File: config.mk
export PLATFORM = sky130hd
export DESIGN_NAME = hazard_ctrl_flat
export DESIGN_NICKNAME = d
export VERILOG_FILES = /design/src/rtl/hazard_ctrl_if.sv /design/src/rtl/hazard_ctrl.sv /design/src/flat_wrapper.sv
export SDC_FILE = /design/constraint.sdc
export NUM_CORES = 1
export LEC_CHECK = 0
export CORE_MARGIN = 1.5
export CORE_UTILIZATION = 42
export CTS_BUF_LIST = sky130_fd_sc_hd__clkbuf_16
export DETAILED_ROUTE_END_ITERATION = 6
export PLACE_DENSITY = 0.76
export SLEW_MARGIN = 40
export SYNTH_ARGS = -nofsm -noshare
export SYNTH_HDL_FRONTEND = slang
export SYNTH_SLANG_ARGS = --single-unit
File: constraint.sdc
create_clock -name i_clk -period 1.8 [get_ports i_clk]
set_input_delay 0.27 -clock i_clk [delete_from_list [all_inputs] [get_ports i_clk]]
set_output_delay 0.27 -clock i_clk [all_outputs]
set_load 0.02 [all_outputs]
File: src/rtl/hazard_ctrl_if.sv
// Bundle of pipeline hazard inputs and stall/flush controls exchanged
// between the core datapath (master) and the hazard sequencer (slave).
interface hazard_ctrl_if #(
  parameter int CNT_W = 32
);
  logic [4:0]       i_rs1_addr_D;
  logic [4:0]       i_rs2_addr_D;
  logic             i_rs1_used_D;
  logic             i_rs2_used_D;
  logic [4:0]       i_rd_addr_E;
  logic             i_mem_rden_E;
  logic             i_br_taken_E;
  logic             i_mc_op_E;
  logic             i_mc_done;
  logic             i_dmem_req_M;
  logic             i_dmem_ack;
  logic             o_stall_F;
  logic             o_stall_D;
  logic             o_stall_E;
  logic             o_stall_M;
  logic             o_flush_D;
  logic             o_flush_E;
  logic             o_flush_M;
  logic             o_flush_W;
  logic             o_mc_start;
  logic             o_busy;
  logic [CNT_W-1:0] o_stall_cnt;
  logic             o_mc_timeout;

  modport master (
    output i_rs1_addr_D, i_rs2_addr_D, i_rs1_used_D, i_rs2_used_D,
    output i_rd_addr_E, i_mem_rden_E, i_br_taken_E, i_mc_op_E,
    output i_mc_done, i_dmem_req_M, i_dmem_ack,
    input  o_stall_F, o_stall_D, o_stall_E, o_stall_M,
    input  o_flush_D, o_flush_E, o_flush_M, o_flush_W,
    input  o_mc_start, o_busy, o_stall_cnt, o_mc_timeout
  );

  modport slave (
    input  i_rs1_addr_D, i_rs2_addr_D, i_rs1_used_D, i_rs2_used_D,
    input  i_rd_addr_E, i_mem_rden_E, i_br_taken_E, i_mc_op_E,
    input  i_mc_done, i_dmem_req_M, i_dmem_ack,
    output o_stall_F, o_stall_D, o_stall_E, o_stall_M,
    output o_flush_D, o_flush_E, o_flush_M, o_flush_W,
    output o_mc_start, o_busy, o_stall_cnt, o_mc_timeout
  );
endinterface

File: src/rtl/hazard_ctrl.sv
// Pipeline hazard sequencer for the 5-stage RV32 core: per-stage stall/flush
// controls, MUL/DIV start handshake, stall-cycle counter and MC timeout flag.
module hazard_ctrl #(
  parameter int CNT_W      = 32,
  parameter int MC_TIMEOUT = 64
) (
  input  logic         i_clk,
  input  logic         i_reset,
  hazard_ctrl_if.slave hz
);

  localparam int TO_W = $clog2(MC_TIMEOUT + 1);

  typedef enum logic [1:0] {
    S_RUN = 2'd0,
    S_MC  = 2'd1,
    S_MEM = 2'd2
  } state_t;

  state_t           r_state;
  state_t           w_next;
  logic [TO_W-1:0]  r_to_cnt;
  logic             r_timeout;
  logic [CNT_W-1:0] r_stall_cnt;

  logic w_stall_f, w_stall_d, w_stall_e, w_stall_m;
  logic w_flush_d, w_flush_e, w_flush_m, w_flush_w;
  logic w_mc_start;
  logic w_mem_wait;
  logic w_load_use;

  assign w_mem_wait = hz.i_dmem_req_M & ~hz.i_dmem_ack;

  // x0 is hardwired to zero, so a load targeting it never creates a dependency
  assign w_load_use = hz.i_mem_rden_E & (hz.i_rd_addr_E != 5'd0) &
                      ((hz.i_rs1_used_D & (hz.i_rs1_addr_D == hz.i_rd_addr_E)) |
                       (hz.i_rs2_used_D & (hz.i_rs2_addr_D == hz.i_rd_addr_E)));

  // Next-state and stall/flush decode; everything is held low during reset
  always_comb begin
    w_next     = r_state;
    w_stall_f  = 1'b0;
    w_stall_d  = 1'b0;
    w_stall_e  = 1'b0;
    w_stall_m  = 1'b0;
    w_flush_d  = 1'b0;
    w_flush_e  = 1'b0;
    w_flush_m  = 1'b0;
    w_flush_w  = 1'b0;
    w_mc_start = 1'b0;
    if (i_reset) begin
      case (r_state)
        S_RUN: begin
          if (w_mem_wait) begin
            {w_stall_f, w_stall_d, w_stall_e, w_stall_m} = 4'b1111;
            w_flush_w = 1'b1;
            w_next    = S_MEM;
          end else if (hz.i_mc_op_E) begin
            {w_stall_f, w_stall_d, w_stall_e} = 3'b111;
            w_flush_m  = 1'b1;
            w_mc_start = 1'b1;
            w_next     = S_MC;
          end else if (hz.i_br_taken_E) begin
            // redirect kills the D instruction, so a pending load-use is moot
            w_flush_d = 1'b1;
            w_flush_e = 1'b1;
            w_next    = S_RUN;
          end else if (w_load_use) begin
            w_stall_f = 1'b1;
            w_stall_d = 1'b1;
            w_flush_e = 1'b1;
            w_next    = S_RUN;
          end else begin
            w_next = S_RUN;
          end
        end
        S_MEM: begin
          if (!hz.i_dmem_ack) begin
            {w_stall_f, w_stall_d, w_stall_e, w_stall_m} = 4'b1111;
            w_flush_w = 1'b1;
            w_next    = S_MEM;
          end else begin
            w_next = S_RUN;
          end
        end
        S_MC: begin
          if (!hz.i_mc_done) begin
            {w_stall_f, w_stall_d, w_stall_e} = 3'b111;
            w_flush_m = 1'b1;
            w_next    = S_MC;
          end else begin
            w_next = S_RUN;
          end
        end
        default: begin
          w_next = S_RUN;
        end
      endcase
    end else begin
      w_next = S_RUN;
    end
  end

  // State register, saturating stall counter and sticky MC timeout tracking
  always_ff @(posedge i_clk or negedge i_reset) begin
    if (!i_reset) begin
      r_state     <= S_RUN;
      r_stall_cnt <= '0;
      r_to_cnt    <= '0;
      r_timeout   <= 1'b0;
    end else begin
      r_state <= w_next;
      if (w_stall_f && (r_stall_cnt != {CNT_W{1'b1}})) begin
        r_stall_cnt <= r_stall_cnt + CNT_W'(1);
      end
      if ((r_state == S_RUN) && (w_next == S_MC)) begin
        r_to_cnt <= '0;
      end else if ((r_state == S_MC) && !hz.i_mc_done &&
                   (r_to_cnt != TO_W'(MC_TIMEOUT))) begin
        r_to_cnt <= r_to_cnt + TO_W'(1);
        if (r_to_cnt == TO_W'(MC_TIMEOUT - 1)) begin
          r_timeout <= 1'b1;
        end
      end
    end
  end

  assign hz.o_stall_F    = w_stall_f;
  assign hz.o_stall_D    = w_stall_d;
  assign hz.o_stall_E    = w_stall_e;
  assign hz.o_stall_M    = w_stall_m;
  assign hz.o_flush_D    = w_flush_d;
  assign hz.o_flush_E    = w_flush_e;
  assign hz.o_flush_M    = w_flush_m;
  assign hz.o_flush_W    = w_flush_w;
  assign hz.o_mc_start   = w_mc_start;
  assign hz.o_busy       = (r_state != S_RUN);
  assign hz.o_stall_cnt  = r_stall_cnt;
  assign hz.o_mc_timeout = r_timeout;

endmodule

File: src/flat_wrapper.sv
// flat-port wrapper written by rule: the top's interface ports become plain ports
module hazard_ctrl_flat 
#(
  parameter int CNT_W      = 32,
  parameter int MC_TIMEOUT = 64
)
  (i_clk, i_reset, hz_i_rs1_addr_D, hz_i_rs2_addr_D, hz_i_rs1_used_D, hz_i_rs2_used_D, hz_i_rd_addr_E, hz_i_mem_rden_E, hz_i_br_taken_E, hz_i_mc_op_E, hz_i_mc_done, hz_i_dmem_req_M, hz_i_dmem_ack, hz_o_stall_F, hz_o_stall_D, hz_o_stall_E, hz_o_stall_M, hz_o_flush_D, hz_o_flush_E, hz_o_flush_M, hz_o_flush_W, hz_o_mc_start, hz_o_busy, hz_o_stall_cnt, hz_o_mc_timeout);
  hazard_ctrl_if #(.CNT_W(CNT_W)) hz_i ();
  input  logic i_clk;
  input  logic i_reset;
  input wire logic [$bits(hz_i.i_rs1_addr_D)-1:0] hz_i_rs1_addr_D;
  input wire logic [$bits(hz_i.i_rs2_addr_D)-1:0] hz_i_rs2_addr_D;
  input wire logic [$bits(hz_i.i_rs1_used_D)-1:0] hz_i_rs1_used_D;
  input wire logic [$bits(hz_i.i_rs2_used_D)-1:0] hz_i_rs2_used_D;
  input wire logic [$bits(hz_i.i_rd_addr_E)-1:0] hz_i_rd_addr_E;
  input wire logic [$bits(hz_i.i_mem_rden_E)-1:0] hz_i_mem_rden_E;
  input wire logic [$bits(hz_i.i_br_taken_E)-1:0] hz_i_br_taken_E;
  input wire logic [$bits(hz_i.i_mc_op_E)-1:0] hz_i_mc_op_E;
  input wire logic [$bits(hz_i.i_mc_done)-1:0] hz_i_mc_done;
  input wire logic [$bits(hz_i.i_dmem_req_M)-1:0] hz_i_dmem_req_M;
  input wire logic [$bits(hz_i.i_dmem_ack)-1:0] hz_i_dmem_ack;
  output wire logic [$bits(hz_i.o_stall_F)-1:0] hz_o_stall_F;
  output wire logic [$bits(hz_i.o_stall_D)-1:0] hz_o_stall_D;
  output wire logic [$bits(hz_i.o_stall_E)-1:0] hz_o_stall_E;
  output wire logic [$bits(hz_i.o_stall_M)-1:0] hz_o_stall_M;
  output wire logic [$bits(hz_i.o_flush_D)-1:0] hz_o_flush_D;
  output wire logic [$bits(hz_i.o_flush_E)-1:0] hz_o_flush_E;
  output wire logic [$bits(hz_i.o_flush_M)-1:0] hz_o_flush_M;
  output wire logic [$bits(hz_i.o_flush_W)-1:0] hz_o_flush_W;
  output wire logic [$bits(hz_i.o_mc_start)-1:0] hz_o_mc_start;
  output wire logic [$bits(hz_i.o_busy)-1:0] hz_o_busy;
  output wire logic [$bits(hz_i.o_stall_cnt)-1:0] hz_o_stall_cnt;
  output wire logic [$bits(hz_i.o_mc_timeout)-1:0] hz_o_mc_timeout;
  assign hz_i.i_rs1_addr_D = hz_i_rs1_addr_D;
  assign hz_i.i_rs2_addr_D = hz_i_rs2_addr_D;
  assign hz_i.i_rs1_used_D = hz_i_rs1_used_D;
  assign hz_i.i_rs2_used_D = hz_i_rs2_used_D;
  assign hz_i.i_rd_addr_E = hz_i_rd_addr_E;
  assign hz_i.i_mem_rden_E = hz_i_mem_rden_E;
  assign hz_i.i_br_taken_E = hz_i_br_taken_E;
  assign hz_i.i_mc_op_E = hz_i_mc_op_E;
  assign hz_i.i_mc_done = hz_i_mc_done;
  assign hz_i.i_dmem_req_M = hz_i_dmem_req_M;
  assign hz_i.i_dmem_ack = hz_i_dmem_ack;
  assign hz_o_stall_F = hz_i.o_stall_F;
  assign hz_o_stall_D = hz_i.o_stall_D;
  assign hz_o_stall_E = hz_i.o_stall_E;
  assign hz_o_stall_M = hz_i.o_stall_M;
  assign hz_o_flush_D = hz_i.o_flush_D;
  assign hz_o_flush_E = hz_i.o_flush_E;
  assign hz_o_flush_M = hz_i.o_flush_M;
  assign hz_o_flush_W = hz_i.o_flush_W;
  assign hz_o_mc_start = hz_i.o_mc_start;
  assign hz_o_busy = hz_i.o_busy;
  assign hz_o_stall_cnt = hz_i.o_stall_cnt;
  assign hz_o_mc_timeout = hz_i.o_mc_timeout;
  hazard_ctrl #(.CNT_W(CNT_W), .MC_TIMEOUT(MC_TIMEOUT)) u_core (.i_clk(i_clk), .i_reset(i_reset), .hz(hz_i));
endmodule
## After elaboration in Yosys (flattened, before gate mapping)

Index checks and enable logic that the tools add are counted.

| word-level totals | value |
|---|---|
| logic and storage cells | 70 |
| register bits | 42 |
| output and inout bits | 43 |
| bits of input ports | 25 |

| operators by class | value |
|---|---|
| add/sub/neg operators | 2 |
| bitwise gates (word level) | 8 |
| equal/unequal tests | 8 |
| reductions and logical operators | 10 |
| multiplexer cells | 38 |

Operator list:

| cell | number |
|---|---|
| adder 32 x 1 -> 32 bit (second input constant) | 1 |
| inequality test 32 bit (second input constant) | 1 |
| two-way mux 1 bit | 28 |
| two-way mux 7 bit | 2 |
| == test 5 bit | 2 |
| adder 7 x 1 -> 7 bit (second input constant) | 1 |
| == test 7 x 6 -> 1 bit (second input constant) | 1 |
| inequality test 7 bit (second input constant) | 1 |
| two-way mux 2 bit | 3 |
| case mux 1 bit (3 select lines) | 2 |
| case mux 2 bit (3 select lines) | 1 |
| bitwise AND 1 bit | 5 |
| nonzero test 5 bit | 1 |
| == test 2 x 1 -> 1 bit (second input constant) | 2 |
| logical AND 1 bit | 4 |
| case mux 1 bit (2 select lines) | 2 |
| nonzero test 2 bit | 2 |
| AND reduction 3 bit | 1 |
| == test 2 bit (second input constant) | 1 |
| logical NOT 2 bit | 1 |
| NOT 1 bit | 2 |
| logical NOT 1 bit | 1 |
| OR 1 bit | 1 |

## Depth between registers and ports, before layout

| logic depth | value |
|---|---|
| word-level depth | 11 |
| depth in mapped cells | 9 |

## Worst setup path after synthesis

Ideal clock, no wire load.

| path | value |
|---|---|
| path kind | register -> register |
| from | reg u_core.r_stall_cnt[0] (netlist: u_core.hz.o_stall_cnt[0]) |
| to | reg u_core.r_stall_cnt[20] (netlist: u_core.hz.o_stall_cnt[20]) |
| cell stages (with the launch flop) | 9 |
| data arrival time | 1.897 ns |
| slack | -0.231 ns |
| data required time | 1.666 ns |
| cells stage by stage | dfrtp_1 -> ha_1 -> nand3_1 -> nor2_1 -> and4_1 -> nand2_2 -> o21a_4 -> and3_4 -> xor2_1 |

| on the way | value |
|---|---|
| cells in the longest elaborated chain, start to end | 2 |

RTL lines:

| element | line | RTL |
|---|---|---|
| start, declared | hazard_ctrl.sv:24 | `logic [CNT_W-1:0] r_stall_cnt;` |
| start signal, assigned | hazard_ctrl.sv:114 | `r_stall_cnt <= r_stall_cnt + CNT_W'(1);` |
| parallel branches: the longest is 2 deep, another holds adder 32 x 1 -> 32 bit | - |  |

Several ways; the timed one is not identified.
A chain may end at the register's enable or synchronous reset.

## Final worst setup path

| path | value |
|---|---|
| from | reg u_core.r_state[1] |
| to | reg u_core.r_stall_cnt[17] (netlist: u_core.hz.o_stall_cnt[17]) |

| on the way | value |
|---|---|
| cells in the longest elaborated chain, start to end | 4 |

RTL lines:

| element | line | RTL |
|---|---|---|
| start, declared | hazard_ctrl.sv:20 | `state_t r_state;` |
| start signal, assigned | hazard_ctrl.sv:112 | `r_state <= w_next;` |
| == test 2 x 1 -> 1 bit, or another cell as far along | hazard_ctrl.sv:52 | `case (r_state)` |
| case mux 1 bit (3 select lines) * | hazard_ctrl.sv:52 |  |
| two-way mux 1 bit * | hazard_ctrl.sv:51 | `if (i_reset) begin` |
| logical AND 1 bit * | hazard_ctrl.sv:113 | `if (w_stall_f && (r_stall_cnt != {CNT_W{1'b1}})) begin` |

Every way passes the cells marked *; elsewhere a longest branch is shown, timed or not.

==> impl_metrics.tcl <==
set metrics [dict create \
    status "complete, but fails checks" \
    violations "negative setup slack" \
    placed_cells 416 \
    fp.coreArea_um2 5140 \
    diodes 0 \
    numCtsBuffers 5 \
    antenna_found_initial 0 \
    rsz0062_at_grt "true" \
    synth_edf_count 0 \
    cts-root-buf "clkbuf_16" \
    drt_wl_total_um 7070 \
    synth.net_count 251 \
    switching_share_pct 32.2 \
    reg2reg_slack_ns -0.05 \
    crit_path_max_fanout 10 \
    grt_pass1_vias 2371 \
    syn_to_final_growth_pct 75.9 \
    finalPower_mw 3.01 \
    die_width_um 76.4 \
    synthTopCellsByArea "dfrtp_1, xnor2_1, xor2_1" \
    drive_gt1_share_pct 43.1 \
    r2r_cells 9 \
    syn_area_per_cell_um2 10.1 \
    rows 26 \
    final-max-slew-violation-count 0 \
    post-dp-hpwl_um 4280 \
    avgViaCountPerCell 5.19 \
    layout.cells.most_common_list "buf_4, clkdlybuf4s50_1, dfrtp_1" \
    worstSetupStartpointType "flip-flop" \
    r2r-end "u_core.hz.o_stall_cnt[17]$_DFFE_PN0P_" \
    fmax_mhz 540 \
    cap_viol_max_count 0 \
    p_clk_share_pct 29.1 \
    clock_sinks 42 \
    p_leak_nw 1.98 \
    criticalPathCategory "flip-flop to flip-flop" \
    fin_setup_tns_ns -0.270 \
    min_path_type "input port to async pin" \
    synth.distinct_cells 36 \
    internal_power_mw 2.04 \
    fin_area_um2 3980 \
    grt_overflow 0 \
    dpl_cell_area_um2 3500 \
    cts_tree "yes" \
    synth-seq-cells 42 \
    dr.first_iter.drc_count 83 \
    fin_cells 437 \
    htreeDepth 2 \
    grt_pass1_wl_um 10500 \
    final_util_pct 77.4 \
    wire_per_inst_um 16.2 \
    final_common_cell "buf_4" \
    grt_max_degree 23 \
    combPwrFrac_pct 33.5 \
    worstPathRequired_ns 1.99 \
    worstMarginPinSlew_ns 0.373 \
    yosysTopAreaCell "dfrtp_1" \
    synthArstFlopShare_pct 100 \
    synth_ff_type "dfrtp_1" \
    synth_cells 223 \
    arrival_ns 2.04 \
    insertion_delay_ns 0.29 \
    cts.path.max_buffers 2 \
    fin_crit_sh_pct 103 \
    p_sw_mw 0.967 \
    synth_top_area_share_pct 46.5 \
    seqPwrFrac_pct 37.4 \
    r2r_start "u_core.r_state[1]$_DFF_PN0_" \
    slew_headroom_pct 75.0 \
    power.density_nw_per_um2 756 \
    clk_pin_slew_ns 0.06 \
    synth_area_um2 2260 \
    postRouteAntennaNets 0 \
    ys_warn_count 0 \
    vias 2270 \
    end_kind "flip-flop" \
    setup_viol 17 \
    ys_seq_area_share_pct 46.5 \
    fin_nets 394 \
    die_h_um 76.4 \
    period_needed_ns 1.85 \
    start_util_pct 44.0 \
    setup_slack_ns -0.0504 \
    fin_hold_ws_ns 0.125 \
    hold_violations 0 \
    port_buffers 67 \
    io_pins 68 \
    post-place-ws_ns -0.760 \
    dieArea_um2 5830 \
    place_congestion 0.802 \
    drc 0 \
    skew_ns 0.00448 \
    grt_util_all_layers_pct 22.4 \
    max-vdd-ir-drop_mv 0.598 \
    first_pass_iters 4 \
]
-- registers in the layout, indices dropped and copies added (netlist names) --
register	flops
u_core.hz.o_stall_cnt	32
u_core.r_to_cnt	7
u_core.r_state	2
u_core.hz.o_mc_timeout	1
-- power by group through the flow --
stage / sequential (mW) / combinational, mW / clock (mW)
after floorplan: 1.23 / 0.305 / 0
after detailed placement: 1.13 / 0.873 / 0
after global routing: 1.14 / 1.08 / 0.921
after CTS: 1.11 / 0.896 / 0.864
after global placement: 1.12 / 0.856 / 0
final: 1.12 / 1.01 / 0.876
-- synth_stat cells (3+ instances only) --
library cell,instances
xor2_1,23
nand2_1,22
and4_1,3
and3_1,4
nor2_1,24
ha_1,3
nand3_1,18
nor4_2,4
nand4_1,6
inv_1,9
dfrtp_1,42
nor3_1,13
xnor2_1,24
-- cells by family after synthesis --
logic type / Yosys count / synth area share, %
adders and majority gates: 3 / 1.66
buffers and inverters: 13 / 3.15
and+or+nand+nor: 106 / 25.5
DFF: 42 / 46.5
muxes: 1 / 0.443
AOI/OAI and AO/OA: 11 / 4.59
xor gates and xnor gates: 47 / 18.2
-- how the worst max path moves through the flow --
stage / start / to / slack, ns / depth (start not counted)
floorplan: hz_i_rd_addr_E[0] / u_core.hz.o_stall_cnt[20]$_DFFE_PN0P_ / -0.01 / 6
CTS: u_core.r_state[0]$_DFF_PN0_ / u_core.hz.o_stall_cnt[27]$_DFFE_PN0P_ / -0.04 / 8
global placement: hz_i_rd_addr_E[0] / hz_o_stall_D / -0.73 / 5
finish: u_core.r_state[1]$_DFF_PN0_ / u_core.hz.o_stall_cnt[17]$_DFFE_PN0P_ / -0.05 / 9
detailed placement: hz_i_rd_addr_E[0] / u_core.hz.o_stall_cnt[22]$_DFFE_PN0P_ / -0.76 / 8
global route: u_core.r_state[1]$_DFF_PN0_ / u_core.hz.o_stall_cnt[24]$_DFFE_PN0P_ / -0.13 / 8
-- layout make-up --
class,instances,area (um^2)
well taps,70,87.6
fillers,348,1160
repair buffers,137,1180
clock buffers,5,125
inverters,9,33.8
flip-flops and latches,42,1070
clock inverters,3,12.5
multi-input cells,171,1470
-- timing repair --
action                     4_1_cts  5_1_grt
gates cloned                     2        1
setup endpoints to repair       42       40
gates resized for setup         88       40
setup buffers                    7        3
hold buffers                     0        0
pin swaps                       37       19
-- metal layers --
layer | up-vias | GRT usage (%) | part of all wire, %
met5 | - | 0 | 0
met3 | 16 | 4.79 | 5.0
li1 | 1056 | - | -
met1 | 1106 | 24.5 | 38
met2 | 92 | 41.2 | 54
met4 | 0 | 10.0 | 2.3
-- critical path: stages (launching register included) --
cell,delay (ns)
dfrtp_2,0.41
nor2_4,0.05
nor4b_4,0.27
a31o_2,0.17
a31o_4,0.13
buf_12,0.13
o21ai_4,0.06
buf_12,0.15
nor4_4,0.17
xor2_1,0.21
No activity file was read; power rests on OpenSTA's default activity.
